==> config.mk <==
export PLATFORM = sky130hd
export DESIGN_NAME = pipeline_controller
export DESIGN_NICKNAME = d
export VERILOG_FILES = /design/src/rtl/pipeline_controller.sv
export SDC_FILE = /design/constraint.sdc
export NUM_CORES = 1
export LEC_CHECK = 0
export BUFFER_PORTS_ARGS = -buffer_cell sky130_fd_sc_hd__buf_2
export CAP_MARGIN = 20
export CORE_ASPECT_RATIO = 0.7
export CORE_MARGIN = 2
export CORE_UTILIZATION = 60
export CTS_BUF_LIST = sky130_fd_sc_hd__clkbuf_4
export DETAILED_ROUTE_END_ITERATION = 7
export GPL_ROUTABILITY_DRIVEN = 0
export PLACE_DENSITY = 0.95
export SYNTH_ARGS = -nofsm -noshare
export SYNTH_HDL_FRONTEND = slang
export SYNTH_SLANG_ARGS = --single-unit
==> constraint.sdc <==
create_clock -name clk -period 5.71 [get_ports clk]
set_clock_uncertainty 0.05 [all_clocks]
set_input_delay 1.713 -clock clk [delete_from_list [all_inputs] [get_ports clk]]
set_output_delay 1.713 -clock clk [all_outputs]
set_load 0.02 [all_outputs]
==> src/rtl/pipeline_controller.sv <==
// Hazard and sequencing controller for a five-stage RV32I pipeline: tracks in-flight writers
// in a three-entry scoreboard and derives stall/flush/bubble enables plus operand forwarding.
module pipeline_controller #(
  parameter int unsigned CNT_W = 16
) (
  input  logic             clk,
  input  logic             rst,
  input  logic             if_valid,
  input  logic [4:0]       rs1,
  input  logic [4:0]       rs2,
  input  logic [4:0]       rd,
  input  logic             uses_rs1,
  input  logic             uses_rs2,
  input  logic             reg_write,
  input  logic             load,
  input  logic             store,
  input  logic             redirect,
  input  logic             mem_ready,
  output logic             pc_en,
  output logic             if_id_en,
  output logic             id_valid,
  output logic             ex_bubble,
  output logic             stage_en,
  output logic [1:0]       fwd_a,
  output logic [1:0]       fwd_b,
  output logic [1:0]       state,
  output logic [CNT_W-1:0] stall_cnt,
  output logic [CNT_W-1:0] flush_cnt
);

  localparam logic [1:0] StRun       = 2'd0;
  localparam logic [1:0] StLoadStall = 2'd1;
  localparam logic [1:0] StFlush     = 2'd2;
  localparam logic [1:0] StMemWait   = 2'd3;

  typedef struct packed {
    logic       v;
    logic [4:0] rd;
    logic       we;
    logic       ld;
    logic       st;
  } sb_entry_t;

  sb_entry_t        ex_q, mem_q, wb_q;
  logic             id_valid_q, id_valid_d;
  logic [CNT_W-1:0] stall_cnt_q, flush_cnt_q;

  logic mem_wait, flush, ex_hit, load_stall;

  function automatic logic match(input sb_entry_t e, input logic [4:0] src, input logic use_src);
    return e.v & e.we & (e.rd != 5'd0) & use_src & (e.rd == src);
  endfunction

  // Youngest producer wins; a load in EX has no result yet, so it never forwards from EX.
  function automatic logic [1:0] fwd_sel(input logic [4:0] src, input logic use_src,
                                         input sb_entry_t ex, input sb_entry_t mem,
                                         input sb_entry_t wb);
    if (match(ex, src, use_src) && !ex.ld) return 2'b01;
    else if (match(mem, src, use_src))     return 2'b10;
    else if (match(wb, src, use_src))      return 2'b11;
    else                                   return 2'b00;
  endfunction

  assign mem_wait   = mem_q.v & (mem_q.ld | mem_q.st) & ~mem_ready;
  assign flush      = redirect & ex_q.v;
  assign ex_hit     = match(ex_q, rs1, uses_rs1) | match(ex_q, rs2, uses_rs2);
  assign load_stall = id_valid_q & ex_q.ld & ex_hit;

  always_comb begin
    pc_en     = 1'b0;
    if_id_en  = 1'b0;
    stage_en  = 1'b0;
    ex_bubble = 1'b1;
    fwd_a     = 2'b00;
    fwd_b     = 2'b00;
    state     = StRun;
    if (rst) begin
      fwd_a = fwd_sel(rs1, uses_rs1, ex_q, mem_q, wb_q);
      fwd_b = fwd_sel(rs2, uses_rs2, ex_q, mem_q, wb_q);
      if (mem_wait) begin
        state     = StMemWait;
        ex_bubble = 1'b0;
      end else if (flush) begin
        state     = StFlush;
        pc_en     = 1'b1;
        if_id_en  = 1'b1;
        stage_en  = 1'b1;
      end else if (load_stall) begin
        state     = StLoadStall;
        stage_en  = 1'b1;
      end else begin
        state     = StRun;
        pc_en     = 1'b1;
        if_id_en  = 1'b1;
        stage_en  = 1'b1;
        ex_bubble = 1'b0;
      end
    end
  end

  always_comb begin
    id_valid_d = id_valid_q;
    if (state == StFlush)    id_valid_d = 1'b0;
    else if (state == StRun) id_valid_d = if_valid;
  end

  always_ff @(posedge clk or negedge rst) begin
    if (!rst) begin
      ex_q        <= '0;
      mem_q       <= '0;
      wb_q        <= '0;
      id_valid_q  <= 1'b0;
      stall_cnt_q <= '0;
      flush_cnt_q <= '0;
    end else begin
      if (stage_en) begin
        ex_q  <= '{v: id_valid_q & ~ex_bubble, rd: rd, we: reg_write, ld: load, st: store};
        mem_q <= ex_q;
        wb_q  <= mem_q;
      end
      id_valid_q <= id_valid_d;
      if ((state == StLoadStall || state == StMemWait) && stall_cnt_q != {CNT_W{1'b1}}) begin
        stall_cnt_q <= stall_cnt_q + {{(CNT_W-1){1'b0}}, 1'b1};
      end
      if (state == StFlush && flush_cnt_q != {CNT_W{1'b1}}) begin
        flush_cnt_q <= flush_cnt_q + {{(CNT_W-1){1'b0}}, 1'b1};
      end
    end
  end

  // WB load/store flags are carried for debug visibility only.
  logic unused_wb;
  assign unused_wb = ^{wb_q.ld, wb_q.st};

  assign id_valid  = id_valid_q;
  assign stall_cnt = stall_cnt_q;
  assign flush_cnt = flush_cnt_q;

endmodule
==> results of run 1 <==
## worst min path at each step
stage | endpoint | slack, ns | cells past startpoint
finish | stall_cnt[8] | 0.44 | 1
global route | stall_cnt[8] | 0.48 | 1
CTS | stall_cnt[8] | 0.45 | 1
detailed placement | stall_cnt[8] | 0.43 | 1
global placement | stall_cnt[8] | 0.42 | 1
floorplan | mem_q[1] | 0.40 | 2
## power breakdown
group | switching [uW] | total (uW) | internal [uW] | leakage [uW]
Combinational | 171 | 314 | 143 | 0.000879
Sequential | 102 | 588 | 486 | 0.000744
Clock | 151 | 382 | 231 | 0.0000987
## flip-flops by register name, indices dropped and copies added, names as in the netlist
name,flops
ex_q,9
stall_cnt,16
id_valid,1
mem_q,9
wb_q,7
flush_cnt,16
## kinds of logic after synthesis
group / share of synthesized area [%]
simple gates: 16.2
buf+inv: 1.92
xor+xnor: 16.9
mux: 8.26
compound gates: 7.47
flops: 48.4
fa+ha+maj: 0.835
## cells in the mapped netlist (all sizes together)
master   instances  share of area [%]
o22ai            2               0.42
or4              2               0.50
or2              1               0.21
inv              5               0.63
o21ai            8                1.3
ha               2               0.83
nor3b            1               0.25
o211ai           2               0.50
nor2             7               0.88
or3              3               0.63
dfrtp           58                 48
a21oi            4               0.79
o311a            1               0.33
and3            13                2.8
xnor2           31                9.1
nand2           27                3.4
a31oi            4               0.83
clkbuf           4               0.50
a21boi           4                1.4
nor2b            1               0.21
nand3           12                2.0
mux2            22                8.3
and4             4                1.2
buf              3               0.79
a2bb2oi          1               0.29
nor4             6                1.3
xor2            27                7.9
o2111ai          2                1.2
and2             3               0.63
o31ai            1               0.42
nand4           11                2.3
## through the flow
stage / utilization (%) / instance area (um^2) / total power (uW) / cells / worst slack [ns]
2_1_floorplan: - / 3000 / 776 / 272 / 0.966
3_3_place_gp: 70.8 / 3400 / 869 / 403 / 0.677
3_5_place_dp: 70.8 / 3400 / 893 / 403 / 0.550
4_1_cts: 74.7 / 3590 / 1280 / 419 / 0.543
5_1_grt: 75.2 / 3620 / 1350 / 420 / 0.514
6_report: 75.2 / 3620 / 1280 / 420 / 0.542
## worst max-delay path, stage by stage
cell     delay (ns)
buf_2          0.13
xor2_1         0.15
nor4_1         0.36
and3_1         0.31
o21ai_0        0.19
nor3b_1        0.28
nor2_1         0.10
buf_2          0.17
## routing by layer
| layer | GRT usage, % | wire (um) |
|---|---|---|
| met1 | 38.5 | 3120 |
| met2 | 43.4 | 3290 |
| met3 | 7.60 | 539 |
| met4 | 10.4 | 161 |
| met5 | 0 | 0 |
## area by class of cell
| class | count | area (um^2) | area share, % |
|---|---|---|---|
| clock inverters | 5 | 103 | 2.84 |
| flip-flops and latches | 58 | 1450 | 40.1 |
| multi-input cells | 202 | 1500 | 41.4 |
| repair buffers | 70 | 378 | 10.4 |
| clock buffers | 11 | 82.6 | 2.28 |
| inverters | 5 | 18.8 | 0.519 |
| well taps | 69 | 86.3 | 2.39 |
==> out/metrics.yaml, run 1 <==
worstSetupStartpoint: "rs1[3]"
io_pins: 68
hold_class: "flop to flop"
tightest_slew_ns: 0.517
maxCapViolations: 0
synth_warnings: 0
cts_root_buffer: "clkbuf_4"
clkSinkCount: 58
fin_nets: 373
p_leak_uw: 0.00172
drt-total-wl_mm: 7.11
layout_commonest_cell: "buf_2"
synth_nets: 299
drt_iter0_markers: 163
rsz0062_at_grt: "false"
fill_cells: 308
dieWidth_um: 88.5
dp_hpwl_mm: 5.21
slew_headroom_pct: 65.6
vias_per_cell: 5.82
cp-end-kind: "primary output"
crit_fanout: 3
die_h_um: 63.1
grt_start_max_net_pins: 42
syn_avg_cell_area_um2: 11.0
routedWlPerCell_um: 16.9
ys_ff_latch: 58
dr.pass1.iters: 6
grt_pass1_wl_mm: 12.0
drive_above_1_share_pct: 31.9
period_minus_slack_ns: 5.17
crit_required_ns: 3.95
start_util_pct: 62.3
crit-reg2reg-launch: "ex_q[6]"
cts_tree: "done"
hp-start: "stall_cnt[8]"
yosysSeqAreaShare_pct: 48.4
drc: 0
numCtsBuffers: 9
grt_pass1_vias: 2400
coreArea_um2: 4810
cts_max_path_buffers: 2
grt_overflow: 0
rrSetupSlack_ns: 3.28
row_count: 21
syn2layout_area_growth_pct: 20.7
synth_cells: 272
htreeDepth: 3
post_cts_buffers: 0
power.density_nw_per_um2: 355
crit_type: "primary input to primary output"
antenna_found_initial: 0
status: "finished, final reports clean"
ir_drop_v: 0.000199
ant_nets: 0
vias: 2444
synth_area_um2: 3000
placement.io_buffers: 67
fmax_ghz: 0.194
final_cell_mix: "67 x buf_2, 58 x dfrtp_1, 31 x xnor2_1"
clock_latency_ns: 0.39
cts.clk_slew.worst_paths_ns: 0.09
maxSlewViolCount: 0
whs_ns: 0.440
endpoint: "pc_en"
r2r_end: "stall_cnt[1]"
yosysUniqueCellTypes: 37
setup_tns_ns: 0
cts_hold_buf: 0
die-area_um2: 5590
finalCritPeriodShare_pct: 90.5
cp.arrival_ns: 3.40
hold_viol: 0
reg2reg_depth: 6
cts_resized: 0
finalSetupViolCount: 0
gr-usage-all-layers_pct: 28.3
start_kind: "primary input"
n_antenna_cell: 0
(Power assumes the default switching activity.)
==> run 2, diff against run 1 <==
--- a/config.mk
+++ b/config.mk
@@ -5,11 +5,12 @@
 export SDC_FILE = /design/constraint.sdc
 export NUM_CORES = 1
 export LEC_CHECK = 0
+export ABC_AREA = 1
 export BUFFER_PORTS_ARGS = -buffer_cell sky130_fd_sc_hd__buf_2
 export CAP_MARGIN = 20
 export CORE_ASPECT_RATIO = 0.7
 export CORE_MARGIN = 2
-export CORE_UTILIZATION = 60
+export CORE_UTILIZATION = 62
 export CTS_BUF_LIST = sky130_fd_sc_hd__clkbuf_4
 export DETAILED_ROUTE_END_ITERATION = 7
 export GPL_ROUTABILITY_DRIVEN = 0
==> run 2 against run 1 <==
Compared with the run above:
- synthesized cell count grew 67%
- setup slack better by 0.30 ns
- die area increased by 12%
- sequential power shrank 8.0%
==> out/metrics.yaml, run 2 <==
routedWlPerCell_um: 14.2  # -16%
drc: 0  # unchanged
ant_nets: 0  # unchanged
coreArea_um2: 5340  # +11%
n_antenna_cell: 0  # unchanged
drive_above_1_share_pct: 21.1  # -11 points
status: "finished, final reports clean"
placement.io_buffers: 67  # unchanged
max_stage_delay_ns: 0.31  # -0.05 ns
grt_overflow: 0  # unchanged
start_kind: "primary input"
start_util_pct: 65.3  # +3.0 points
ir_drop_v: 0.000170  # -14%
yosysSeqAreaShare_pct: 41.6  # -6.8 points
place_area_um2: 3840  # +13%
maxSlewViolCount: 0  # unchanged
post_cts_buffers: 0  # unchanged
setup_tns_ns: 0  # unchanged
vias: 3383  # +38%
synth_nets: 480  # +61%
synth_ff_type: "dfrtp_1"
critPathBufInv: 4  # +2
htreeDepth: 3  # unchanged
cpMaxStageDelayCell: "nand2_2"
layout_commonest_cell: "nand2_1"
cts_resized: 0  # unchanged
yosysUniqueCellTypes: 33  # -11%
finalCritPeriodShare_pct: 85.2  # -5.3 points
cts_tree: "done"
crit_fanout: 20  # +17
cp-end-kind: "primary output"
wl_met1_mm: 3.78  # +21%
cts_hold_buf: 0  # unchanged
rsz0062_at_grt: "false"
cts_root_buffer: "clkbuf_4"
numCtsBuffers: 9  # unchanged
wl_met2_mm: 3.73  # +13%
period_minus_slack_ns: 4.86  # -0.303 ns
fin_area_um2: 3990  # +10%
cp.arrival_ns: 3.10  # -0.30 ns
gr-usage-all-layers_pct: 29.5  # +1.3 points
synth_warnings: 0  # unchanged
maxCapViolations: 0  # unchanged
wl_met3_um: 796  # +48%
grt_pass1_wl_mm: 14.1  # +18%
grt_pass1_vias: 3047  # +27%
cts.clk_slew.worst_paths_ns: 0.11  # +0.02 ns
drt-total-wl_mm: 8.51  # +20%
syn_avg_cell_area_um2: 7.70  # -30%
slew_headroom_pct: 51.3  # -14 points
synth_area_um2: 3490  # +16%
power.density_nw_per_um2: 283  # -20%
ys_ff_latch: 58  # unchanged
cp_top_family: "simple AND/OR/NAND/NOR gates"
final_cell_mix: "140 x nand2_1, 67 x buf_2, 58 x dfrtp_1"
cts_max_path_buffers: 2  # unchanged
netlist_top_cells_count: "140 x nand2_1, 58 x dfrtp_1, 49 x inv_1"
row_count: 22  # +4.8%
synth_cells: 453  # +67%
synth_top_area_share_pct: 41.6  # -6.8 points
fin_nets: 549  # +47%
drt_iter0_markers: 339  # +110%
ys_top_cells_by_area: "dfrtp_1 42%, nand2_1 15%, xor2_1 6.8%, inv_1 5.3%, nand3_1 4.2%"
finalSetupViolCount: 0  # unchanged
antenna_found_initial: 0  # unchanged
crit_chain: "buf_2, inv_1, nand2_1, nand3_1, nor2_2, nand3_2, nand2_2, nand3_2, nand2_2, nand2_1, inv_1, buf_2"
die_h_um: 66.8  # +5.7%
ys_async_sr_fraction_pct: 100  # unchanged
syn2layout_area_growth_pct: 14.3
hold_class: "flop to flop"
io_pins: 68  # unchanged
clock_latency_ns: 0.40  # about the same
p_leak_uw: 0.00213  # +23%
clkSinkCount: 58  # unchanged
dieWidth_um: 93.7  # +5.8%
crit_required_ns: 3.95  # about the same
die-area_um2: 6250  # +12%
dr.max_layer_used: "met4"
grt_start_max_net_pins: 42  # unchanged
tightest_slew_ns: 0.730  # +0.214 ns
vias_per_cell: 5.65  # -2.9%
dr.pass1.iters: 5  # -1
synth_top_cell_by_area: "dfrtp_1"
synth.most_common_cell: "nand2_1"
synth_edf_count: 0  # unchanged
crit_type: "primary input to primary output"
hold_viol: 0  # unchanged
fmax_ghz: 0.206  # +6.2%
dp_hpwl_mm: 6.31  # +21%
[run 2: cells by family (layout without fill, tap and decap cells)]
| kind of cell | after synthesis | count (layout) | synth area share (%) |
|---|---|---|---|
| simple gates | 249 | 249 | 33.3 |
| buf+inv | 66 | 140 | 8.61 |
| flops | 58 | 58 | 41.6 |
| xor+xnor | 40 | 40 | 10.0 |
| compound gates | 38 | 38 | 5.74 |
| fa+ha+maj | 2 | 2 | 0.717 |
[run 2: routing by layer]
metal	up-vias	GRT usage, %
met3	37	8.71
met1	1557	41.0
met5	-	0
met2	192	44.7
met4	0	9.78
li1	1597	-
[run 2: worst paths after layout]
check / depth (start not counted) / to / start / slack, ns
max: 12 / state[0] / rs1[1] / 0.85
min: 1 / flush_cnt[8] / flush_cnt[8] / 0.45
min in group asynchronous: 2 / mem_q[7] / rst / 1.31
min reg2reg: 1 / flush_cnt[8] / flush_cnt[8] / 0.45
max in group asynchronous: 3 / mem_q[4] / rst / 3.42
max reg2reg: 10 / flush_cnt[15] / mem_q[0] / 3.32
[run 2: report_power, final]
group	switching (uW)	total [uW]	internal [uW]
Clock	164	303	139
Combinational	187	285	97.5
Sequential	73.8	541	468
[run 2: area by class of cell]
type                    count  area (um^2)
inverters                  54          205
clock buffers              10         75.1
clock inverters             6         67.6
flip-flops and latches     58         1450
multi-input cells         329         1740
well taps                  72         90.1
repair buffers             70          358
fillers                   423         1350
[run 2: per-stage QoR]
stage                     worst slack [ns]  total power [uW]  hold WS [ns]  std cells  util [%]
after floorplan                       1.13               723         0.404        453         -
after global placement               0.920               809         0.421        583      72.0
after detailed placement             0.886               822         0.434        583      72.0
after CTS                            0.884              1130         0.449        599      74.6
after global routing                 0.714              1190         0.477        599      74.6
final                                0.845              1130         0.449        599      74.6
